**config.mk**
```make
export PLATFORM = sky130hd
export DESIGN_NAME = square_channel_gen_flat
export DESIGN_NICKNAME = d
export VERILOG_FILES = /design/src/rtl/square_channel_gen_if.sv /design/src/rtl/square_channel_gen.sv /design/src/flat_wrapper.sv
export SDC_FILE = /design/constraint.sdc
export NUM_CORES = 1
export LEC_CHECK = 0
export ABC_AREA = 1
export CAP_MARGIN = 10
export CORE_ASPECT_RATIO = 1.75
export CORE_MARGIN = 1
export CORE_UTILIZATION = 60
export CTS_BUF_LIST = sky130_fd_sc_hd__clkbuf_4
export CTS_CLUSTER_SIZE = 40
export DETAILED_ROUTE_END_ITERATION = 12
export PLACE_DENSITY = 0.94
export SLEW_MARGIN = 20
export SYNTH_ARGS = -nofsm -noshare
export SYNTH_HDL_FRONTEND = slang
export SYNTH_SLANG_ARGS = --single-unit
```
**constraint.sdc**
```tcl
create_clock -name clock -period 2.4 [get_ports clock]
set_input_delay 0.48 -clock clock [delete_from_list [all_inputs] [get_ports clock]]
set_output_delay 0.48 -clock clock [all_outputs]
set_load 0.005 [all_outputs]
```
**src/rtl/square_channel_gen_if.sv**
```systemverilog
// Control and sample bus of the pulse channel 1 square-wave generator.
// The register block / sweep unit side drives it as master; the generator is the slave.
interface square_channel_gen_if #(
    parameter int FREQ_W = 11,
    parameter int VOL_W  = 4
);
    logic              tick_freq;
    logic              tick_len;
    logic              tick_env;
    logic              trigger;
    logic              length_enable;
    logic [FREQ_W-1:0] freq_in;
    logic              sweep_ok;
    logic [1:0]        duty;
    logic [5:0]        length_load;
    logic [VOL_W-1:0]  env_init_vol;
    logic              env_increase;
    logic [2:0]        env_period;
    logic [VOL_W-1:0]  sample;
    logic              wave_bit;
    logic              active;

    modport master (
        output tick_freq, tick_len, tick_env, trigger, length_enable, freq_in,
               sweep_ok, duty, length_load, env_init_vol, env_increase, env_period,
        input  sample, wave_bit, active
    );

    modport slave (
        input  tick_freq, tick_len, tick_env, trigger, length_enable, freq_in,
               sweep_ok, duty, length_load, env_init_vol, env_increase, env_period,
        output sample, wave_bit, active
    );
endinterface

```
**src/rtl/square_channel_gen.sv**
```systemverilog
// Square-wave generator for pulse channel 1: frequency timer, 8-step duty
// sequencer, length counter and volume envelope, producing the 4-bit sample
// that feeds the channel mixer.
module square_channel_gen #(
    parameter int FREQ_W = 11,
    parameter int VOL_W  = 4
) (
    input  logic                clock,
    input  logic                reset_n,
    square_channel_gen_if.slave bus
);
    localparam int TIMER_W = FREQ_W + 1;
    localparam logic [TIMER_W-1:0] PERIOD_MAX = TIMER_W'(1) << FREQ_W;
    localparam logic [VOL_W-1:0]   VOL_MAX    = '1;

    logic [TIMER_W-1:0] timer_q, timer_d;
    logic [2:0]         step_q, step_d;
    logic [6:0]         lenCount_q, lenCount_d;
    logic [VOL_W-1:0]   volume_q, volume_d;
    logic [2:0]         envTimer_q, envTimer_d;
    logic               active_q, active_d;

    logic [TIMER_W-1:0] timerReload;
    logic               dacOn;
    logic [7:0]         dutyPattern;
    logic               patternBit;

    assign timerReload = PERIOD_MAX - {1'b0, bus.freq_in};
    assign dacOn       = (bus.env_init_vol != '0) || bus.env_increase;

    // Duty waveform lookup; bit n is the output level at sequencer step n.
    always_comb begin
        dutyPattern = 8'b1000_0000;
        case (bus.duty)
            2'b00: dutyPattern = 8'b1000_0000;
            2'b01: dutyPattern = 8'b1000_0001;
            2'b10: dutyPattern = 8'b1110_0001;
            2'b11: dutyPattern = 8'b0111_1110;
            default: dutyPattern = 8'b1000_0000;
        endcase
    end

    assign patternBit   = dutyPattern[step_q];
    assign bus.wave_bit = active_q & patternBit;
    assign bus.sample   = (active_q && patternBit) ? volume_q : '0;
    assign bus.active   = active_q;

    // Next-state logic: a trigger reloads everything and masks all ticks that
    // cycle; otherwise each tick advances its own counter and the channel is
    // shut off by sweep overflow, a dead DAC or length expiry.
    always_comb begin
        timer_d    = timer_q;
        step_d     = step_q;
        lenCount_d = lenCount_q;
        volume_d   = volume_q;
        envTimer_d = envTimer_q;
        active_d   = active_q;

        if (bus.trigger) begin
            timer_d    = timerReload;
            step_d     = 3'd0;
            lenCount_d = 7'd64 - {1'b0, bus.length_load};
            volume_d   = bus.env_init_vol;
            envTimer_d = bus.env_period;
            active_d   = dacOn && bus.sweep_ok;
        end else begin
            if (bus.tick_freq && active_q) begin
                if (timer_q <= TIMER_W'(1)) begin
                    timer_d = timerReload;
                    step_d  = step_q + 3'd1;
                end else begin
                    timer_d = timer_q - TIMER_W'(1);
                end
            end

            if (bus.tick_len && bus.length_enable && (lenCount_q != 7'd0)) begin
                lenCount_d = lenCount_q - 7'd1;
                if (lenCount_q == 7'd1) begin
                    active_d = 1'b0;
                end
            end

            if (bus.tick_env && active_q && (bus.env_period != 3'd0)) begin
                if (envTimer_q <= 3'd1) begin
                    envTimer_d = bus.env_period;
                    if (bus.env_increase) begin
                        if (volume_q != VOL_MAX) begin
                            volume_d = volume_q + VOL_W'(1);
                        end
                    end else begin
                        if (volume_q != '0) begin
                            volume_d = volume_q - VOL_W'(1);
                        end
                    end
                end else begin
                    envTimer_d = envTimer_q - 3'd1;
                end
            end

            if (!bus.sweep_ok || !dacOn) begin
                active_d = 1'b0;
            end
        end
    end

    // Channel state registers with asynchronous active-low clear.
    always_ff @(posedge clock or negedge reset_n) begin
        if (!reset_n) begin
            timer_q    <= '0;
            step_q     <= 3'd0;
            lenCount_q <= 7'd0;
            volume_q   <= '0;
            envTimer_q <= 3'd0;
            active_q   <= 1'b0;
        end else begin
            timer_q    <= timer_d;
            step_q     <= step_d;
            lenCount_q <= lenCount_d;
            volume_q   <= volume_d;
            envTimer_q <= envTimer_d;
            active_q   <= active_d;
        end
    end
endmodule
```
**src/flat_wrapper.sv**
```systemverilog
// flat-port wrapper written by rule: the top's interface ports become plain ports
module square_channel_gen_flat 
#(
    parameter int FREQ_W = 11,
    parameter int VOL_W  = 4
)
  (clock, reset_n, bus_tick_freq, bus_tick_len, bus_tick_env, bus_trigger, bus_length_enable, bus_freq_in, bus_sweep_ok, bus_duty, bus_length_load, bus_env_init_vol, bus_env_increase, bus_env_period, bus_sample, bus_wave_bit, bus_active);
  square_channel_gen_if #(.FREQ_W(FREQ_W), .VOL_W(VOL_W)) bus_i ();
  input  logic clock;
  input  logic reset_n;
  input wire logic [$bits(bus_i.tick_freq)-1:0] bus_tick_freq;
  input wire logic [$bits(bus_i.tick_len)-1:0] bus_tick_len;
  input wire logic [$bits(bus_i.tick_env)-1:0] bus_tick_env;
  input wire logic [$bits(bus_i.trigger)-1:0] bus_trigger;
  input wire logic [$bits(bus_i.length_enable)-1:0] bus_length_enable;
  input wire logic [$bits(bus_i.freq_in)-1:0] bus_freq_in;
  input wire logic [$bits(bus_i.sweep_ok)-1:0] bus_sweep_ok;
  input wire logic [$bits(bus_i.duty)-1:0] bus_duty;
  input wire logic [$bits(bus_i.length_load)-1:0] bus_length_load;
  input wire logic [$bits(bus_i.env_init_vol)-1:0] bus_env_init_vol;
  input wire logic [$bits(bus_i.env_increase)-1:0] bus_env_increase;
  input wire logic [$bits(bus_i.env_period)-1:0] bus_env_period;
  output wire logic [$bits(bus_i.sample)-1:0] bus_sample;
  output wire logic [$bits(bus_i.wave_bit)-1:0] bus_wave_bit;
  output wire logic [$bits(bus_i.active)-1:0] bus_active;
  assign bus_i.tick_freq = bus_tick_freq;
  assign bus_i.tick_len = bus_tick_len;
  assign bus_i.tick_env = bus_tick_env;
  assign bus_i.trigger = bus_trigger;
  assign bus_i.length_enable = bus_length_enable;
  assign bus_i.freq_in = bus_freq_in;
  assign bus_i.sweep_ok = bus_sweep_ok;
  assign bus_i.duty = bus_duty;
  assign bus_i.length_load = bus_length_load;
  assign bus_i.env_init_vol = bus_env_init_vol;
  assign bus_i.env_increase = bus_env_increase;
  assign bus_i.env_period = bus_env_period;
  assign bus_sample = bus_i.sample;
  assign bus_wave_bit = bus_i.wave_bit;
  assign bus_active = bus_i.active;
  square_channel_gen #(.FREQ_W(FREQ_W), .VOL_W(VOL_W)) u_core (.clock(clock), .reset_n(reset_n), .bus(bus_i));
endmodule
```
# --- Yosys cells after proc, flatten, opt, wreduce, memory -nomap -nowiden ---
# Index checks and enable logic that the tools add are counted.
op_classes:
  n_addsub: 8
  n_lt_le_gt_ge: 3
  n_eq_ne: 6
  n_mux: 25
  n_bitwise: 1
  n_reduce_logical: 27
op_table:
  columns: ["cell", "count"]
  rows:
  - ["12-bit two-way mux", 3]
  - ["8-bit one-hot mux with 4 select lines", 1]
  - ["4-bit two-way mux", 7]
  - ["3-bit two-way mux", 6]
  - ["7-bit two-way mux", 2]
  - ["12-bit by 1-bit <= comparator with 1-bit output (second input constant)", 1]
  - ["3-bit nonzero test", 4]
  - ["12-bit by 1-bit subtractor with 12-bit output (second input constant)", 1]
  - ["12-bit by 11-bit subtractor with 12-bit output (first input constant)", 1]
  - ["2-bit nonzero test", 5]
  - ["4-bit nonzero test", 2]
  - ["7-bit by 1-bit == test with 1-bit output (second input constant)", 1]
  - ["1-bit logical AND", 7]
  - ["7-bit nonzero test", 1]
  - ["7-bit by 1-bit subtractor with 7-bit output (second input constant)", 1]
  - ["7-bit by 6-bit subtractor with 7-bit output (first input constant)", 1]
  - ["1-bit two-way mux", 5]
  - ["4-bit by 1-bit adder with 4-bit output (second input constant)", 1]
  - ["2-bit == test (second input constant)", 2]
  - ["3-bit by 4-bit < comparator with 1-bit output (second input constant)", 1]
  - ["4-bit inequality test (second input constant)", 1]
  - ["2-bit AND reduction", 2]
  - ["4-bit AND reduction", 1]
  - ["4-bit by 1-bit subtractor with 4-bit output (second input constant)", 1]
  - ["other kinds (10)", 12]
totals:
  reg_bits: 30
  in_bits: 35
  out_inout_bits: 6
  word_cells: 76

# --- Logic depth before layout (Yosys ltp) ---
depth:
  depth_word: 6
  mapped_depth: 13
  depth_no_buf: 12

# --- Worst setup path after synthesis ---
# OpenSTA, ideal clock, no wires.
synth_timing:
  kind: "input to output"
  from: "input bus_duty[0]"
  to: "output bus_sample[0]"
  arrival_time_ns: 1.226
  required_time_ns: 1.920
  path_slack_ns: 0.694
  stages: 6
  cell_sequence: "inv_1 ha_1 inv_1 o21ai_0 nand3_1 nor2_1"
synth_between:
  elab_chain_cells: 6
  word_cells_on_any_way: 9
synth_rtl:
  columns: ["item", "line_no", "rtl"]
  rows:
  - ["start, declared", "flat_wrapper.sv:18", "input wire logic [$bits(bus_i.duty)-1:0] bus_duty;"]
  - ["2-bit == test, or another cell as far along", "square_channel_gen.sv:34", "case (bus.duty)"]
  - ["8-bit one-hot mux with 4 select lines *", "square_channel_gen.sv:34", null]
  - ["1-bit binary-select mux with 3-bit select *", "square_channel_gen.sv:43", "assign patternBit = dutyPattern[step_q];"]
  - ["1-bit two-way mux (implied by the code) *", "square_channel_gen.sv:43", null]
  - ["1-bit logical AND *", "square_channel_gen.sv:45", "assign bus.sample = (active_q && patternBit) ? volume_q : '0;"]
  - ["4-bit two-way mux *", "square_channel_gen.sv:45", null]
  - ["end, declared", "flat_wrapper.sv:23", "output wire logic [$bits(bus_i.sample)-1:0] bus_sample;"]
# Mark *: on every way between the ends. The rest lies on a longest branch, timed or not. The select of a mux whose other input is x is not followed.

# --- Worst setup path after layout ---
layout_timing:
  from: "input bus_duty[1]"
  to: "output bus_sample[1]"
# Same word-level chain as after synthesis.

==> impl_metrics.tcl <==
set metrics [dict create \
    fill_cells 328 \
    combPwrFrac 0.423 \
    yosysTopAreaCellShare 0.290 \
    leakage_nw 1.55 \
    io_pins 41 \
    path_class "input port to primary output" \
    cp_slowest_cell "dlygate4sd2_1" \
    grt_max_degree 31 \
    synth.distinct_cells 31 \
    status "completed" \
    vias 2791 \
    port_buffers 40 \
    clockBufferDepth 2 \
    worst_pin_slew_ns 0.485 \
    grt_usage 0.304 \
    yosysSeqAreaShare 0.290 \
    powerDensity_nw_per_um2 579 \
    vias_per_cell 5.60 \
    nNetsFinal 500 \
    drive_gt1_frac 0.0824 \
    layout_worst_path_cycle_share 0.965 \
    clkSinkCount 30 \
    startpoint_type "input port" \
    drtIter0Drc 69 \
    initial_core_util 0.624 \
    synthesis.area_um2 2590 \
    wl_per_cell_um 13.1 \
    drt_first_pass_iters 4 \
    holdBufCountCts 0 \
    p_seq_frac 0.412 \
    grt_pass1_wl_um 10600 \
    internal-power_mw 1.04 \
    cp_max_fo 4 \
    cts_buffers 5 \
    synth_area_leaders "dfrtp_1, nand2_1, nand3_1" \
    fin_crit_ns 2.32 \
    totalWireLength_um 6510 \
    final-hold-violation-count 0 \
    cts_tree "built" \
    synth_common_cells "nand2_1, inv_1, nand3_1, nor2_1, dfrtp_1" \
    slew_headroom 0.677 \
    dp.final_hpwl_um 4970 \
    dieArea_um2 4590 \
    max-cap-violations 0 \
    clockRootBuffer "clkbuf_4" \
    ys_ff_latch 30 \
    switching_share 0.420 \
    core_area_um2 4150 \
    insertion_delay_ns 0.34 \
    yosysWarnings 0 \
    fin_skew_ns 0.00798 \
    drc 0 \
    antennaDiodeCount 0 \
    p_sw_mw 0.755 \
    antenna_left 0 \
    max_freq_mhz 432 \
    r2r_setup_slack_ns 0.40 \
    yosys.area.top_type "dfrtp_1" \
    synth_most_common_cell "nand2_1" \
    synth_ff_type "dfrtp_1" \
    path_clk_slew_ns 0.10 \
    power.clock.fraction 0.165 \
    worst_slack_ns 0.0829 \
    setup-violations-final 0 \
    synthCells 400 \
    final_core_util 0.746 \
    async_flop_share 1.00 \
    row_count 31 \
    crit_path_max_incr_delay_ns 0.27 \
    ir_worst_vdd_v 0.000408 \
    antenna_found_initial 0 \
    synth_fp_nets 452 \
    crit_required_ns 1.92 \
    cp_data_arrival_time_ns 1.84 \
    grt_pass1_vias 2766 \
    gr-total-overflow 0 \
    fin_worst_hold_slack_ns 0.513 \
    drv_slew 0 \
    gp_congestion 0.995 \
    cp_cell_sequence "dlygate4sd2_1, ha_2, nor2_1, o211ai_1, nand2_1, nand2_1, nand3_2, buf_4, nor2_1, clkbuf_2" \
    area_delta_synth_final_pct 19.6 \
    cts_max_level 2 \
    synth_edf_count 0 \
    worstSetupEndpointType "primary output" \
    p_total_mw 1.80 \
    fp.dieH_um 88.9 \
    die_w_um 51.7 \
    hp-class "register to register" \
    syn_area_per_cell_um2 6.47 \
    place_ws_ns -0.450 \
]
[area by class of cell]
type                       instances  area (µm²)  share of cell area
tap                               49        61.3              0.0198
clock buffer                       5        37.5              0.0121
inverter                          54         203              0.0654
timing repair buffer              48         437               0.141
multi-input combinational        309        1590               0.514
clock inverter                     3        16.3             0.00525
sequential                        30         751               0.242
[repair_timing]
action	4_1_cts	5_1_grt
resized for setup	12	9
setup endpoints to repair	5	4
buffers inserted	3	0
pin swaps	1	0
[layer usage]
layer,track usage,vias up,part of all wire
li1,-,1394,-
met1,0.262,1279,0.36
met2,0.597,90,0.55
met3,0.0578,28,0.041
met4,0.209,0,0.045
met5,0,-,0
[kinds of logic (layout without fill, tap and decap cells)]
kind of cell,count (synthesis),after routing,share of synthesized area
adders and majority gates,17,17,0.0850
and+or+nand+nor,232,232,0.385
xor gates and xnor gates,8,8,0.0271
buffers and inverters,61,110,0.0990
AOI/OAI and AO/OA,52,52,0.114
DFF,30,30,0.290
[critical path, delay by kind of cell]
kind,cells,cell delay [ns]
simple gates,5,0.41
compound gates,1,0.17
fa+ha+maj,1,0.22
buf+inv,3,0.55
[final timing paths]
check | start | endpoint | cells after the start
min | u_core.timer_q[11] | u_core.timer_q[11] | 2
min in group asynchronous | reset_n | u_core.timer_q[2] | 2
min reg2reg | u_core.timer_q[11] | u_core.timer_q[11] | 2
max in group asynchronous | reset_n | u_core.timer_q[4] | 2
max reg2reg | u_core.timer_q[0] | u_core.timer_q[7] | 12
max | bus_duty[1] | bus_sample[1] | 10
[flip-flops by register name, summed over array words and instances (netlist names)]
signal,count
u_core.bus.active,1
u_core.timer_q,12
u_core.envTimer_q,3
u_core.lenCount_q,7
u_core.volume_q,4
u_core.step_q,3
[cells in the final DEF, fill, tap and decap left out, types with 3 or more instances in the layout]
cell type,count
o211ai_1,4
nor2_2,5
buf_4,8
xnor2_1,4
clkbuf_4,5
nand2_1,117
ha_1,15
a21oi_1,5
inv_2,4
dfrtp_1,30
nand2_2,3
inv_1,50
xor2_1,4
nor3_1,3
nor2_1,40
nand4_1,9
o21bai_1,3
o21ai_0,26
dlygate4sd2_1,3
clkdlybuf4s50_1,33
o21ai_1,11
clkbuf_2,4
nand3_1,47
[power groups by stage]
stage	clock, mW	sequential, mW	combinational, mW
after floorplan	0	0.712	0.524
after global placement	0	0.741	0.697
after detailed placement	0	0.749	0.731
after CTS	0.301	0.733	0.756
after global routing	0.324	0.752	0.869
final	0.296	0.739	0.760
[through the flow]
| step | instances | area (µm²) | setup TNS (ns) |
|---|---|---|---|
| global placement | 487 | 3040 | -1.74 |
| CTS | 498 | 3110 | 0 |
| finish | 498 | 3100 | 0 |
| global route | 498 | 3100 | -0.0210 |
| floorplan | 400 | 2590 | 0 |
| detailed placement | 487 | 3040 | -2.13 |
No activity file was read; power rests on OpenSTA's default activity.
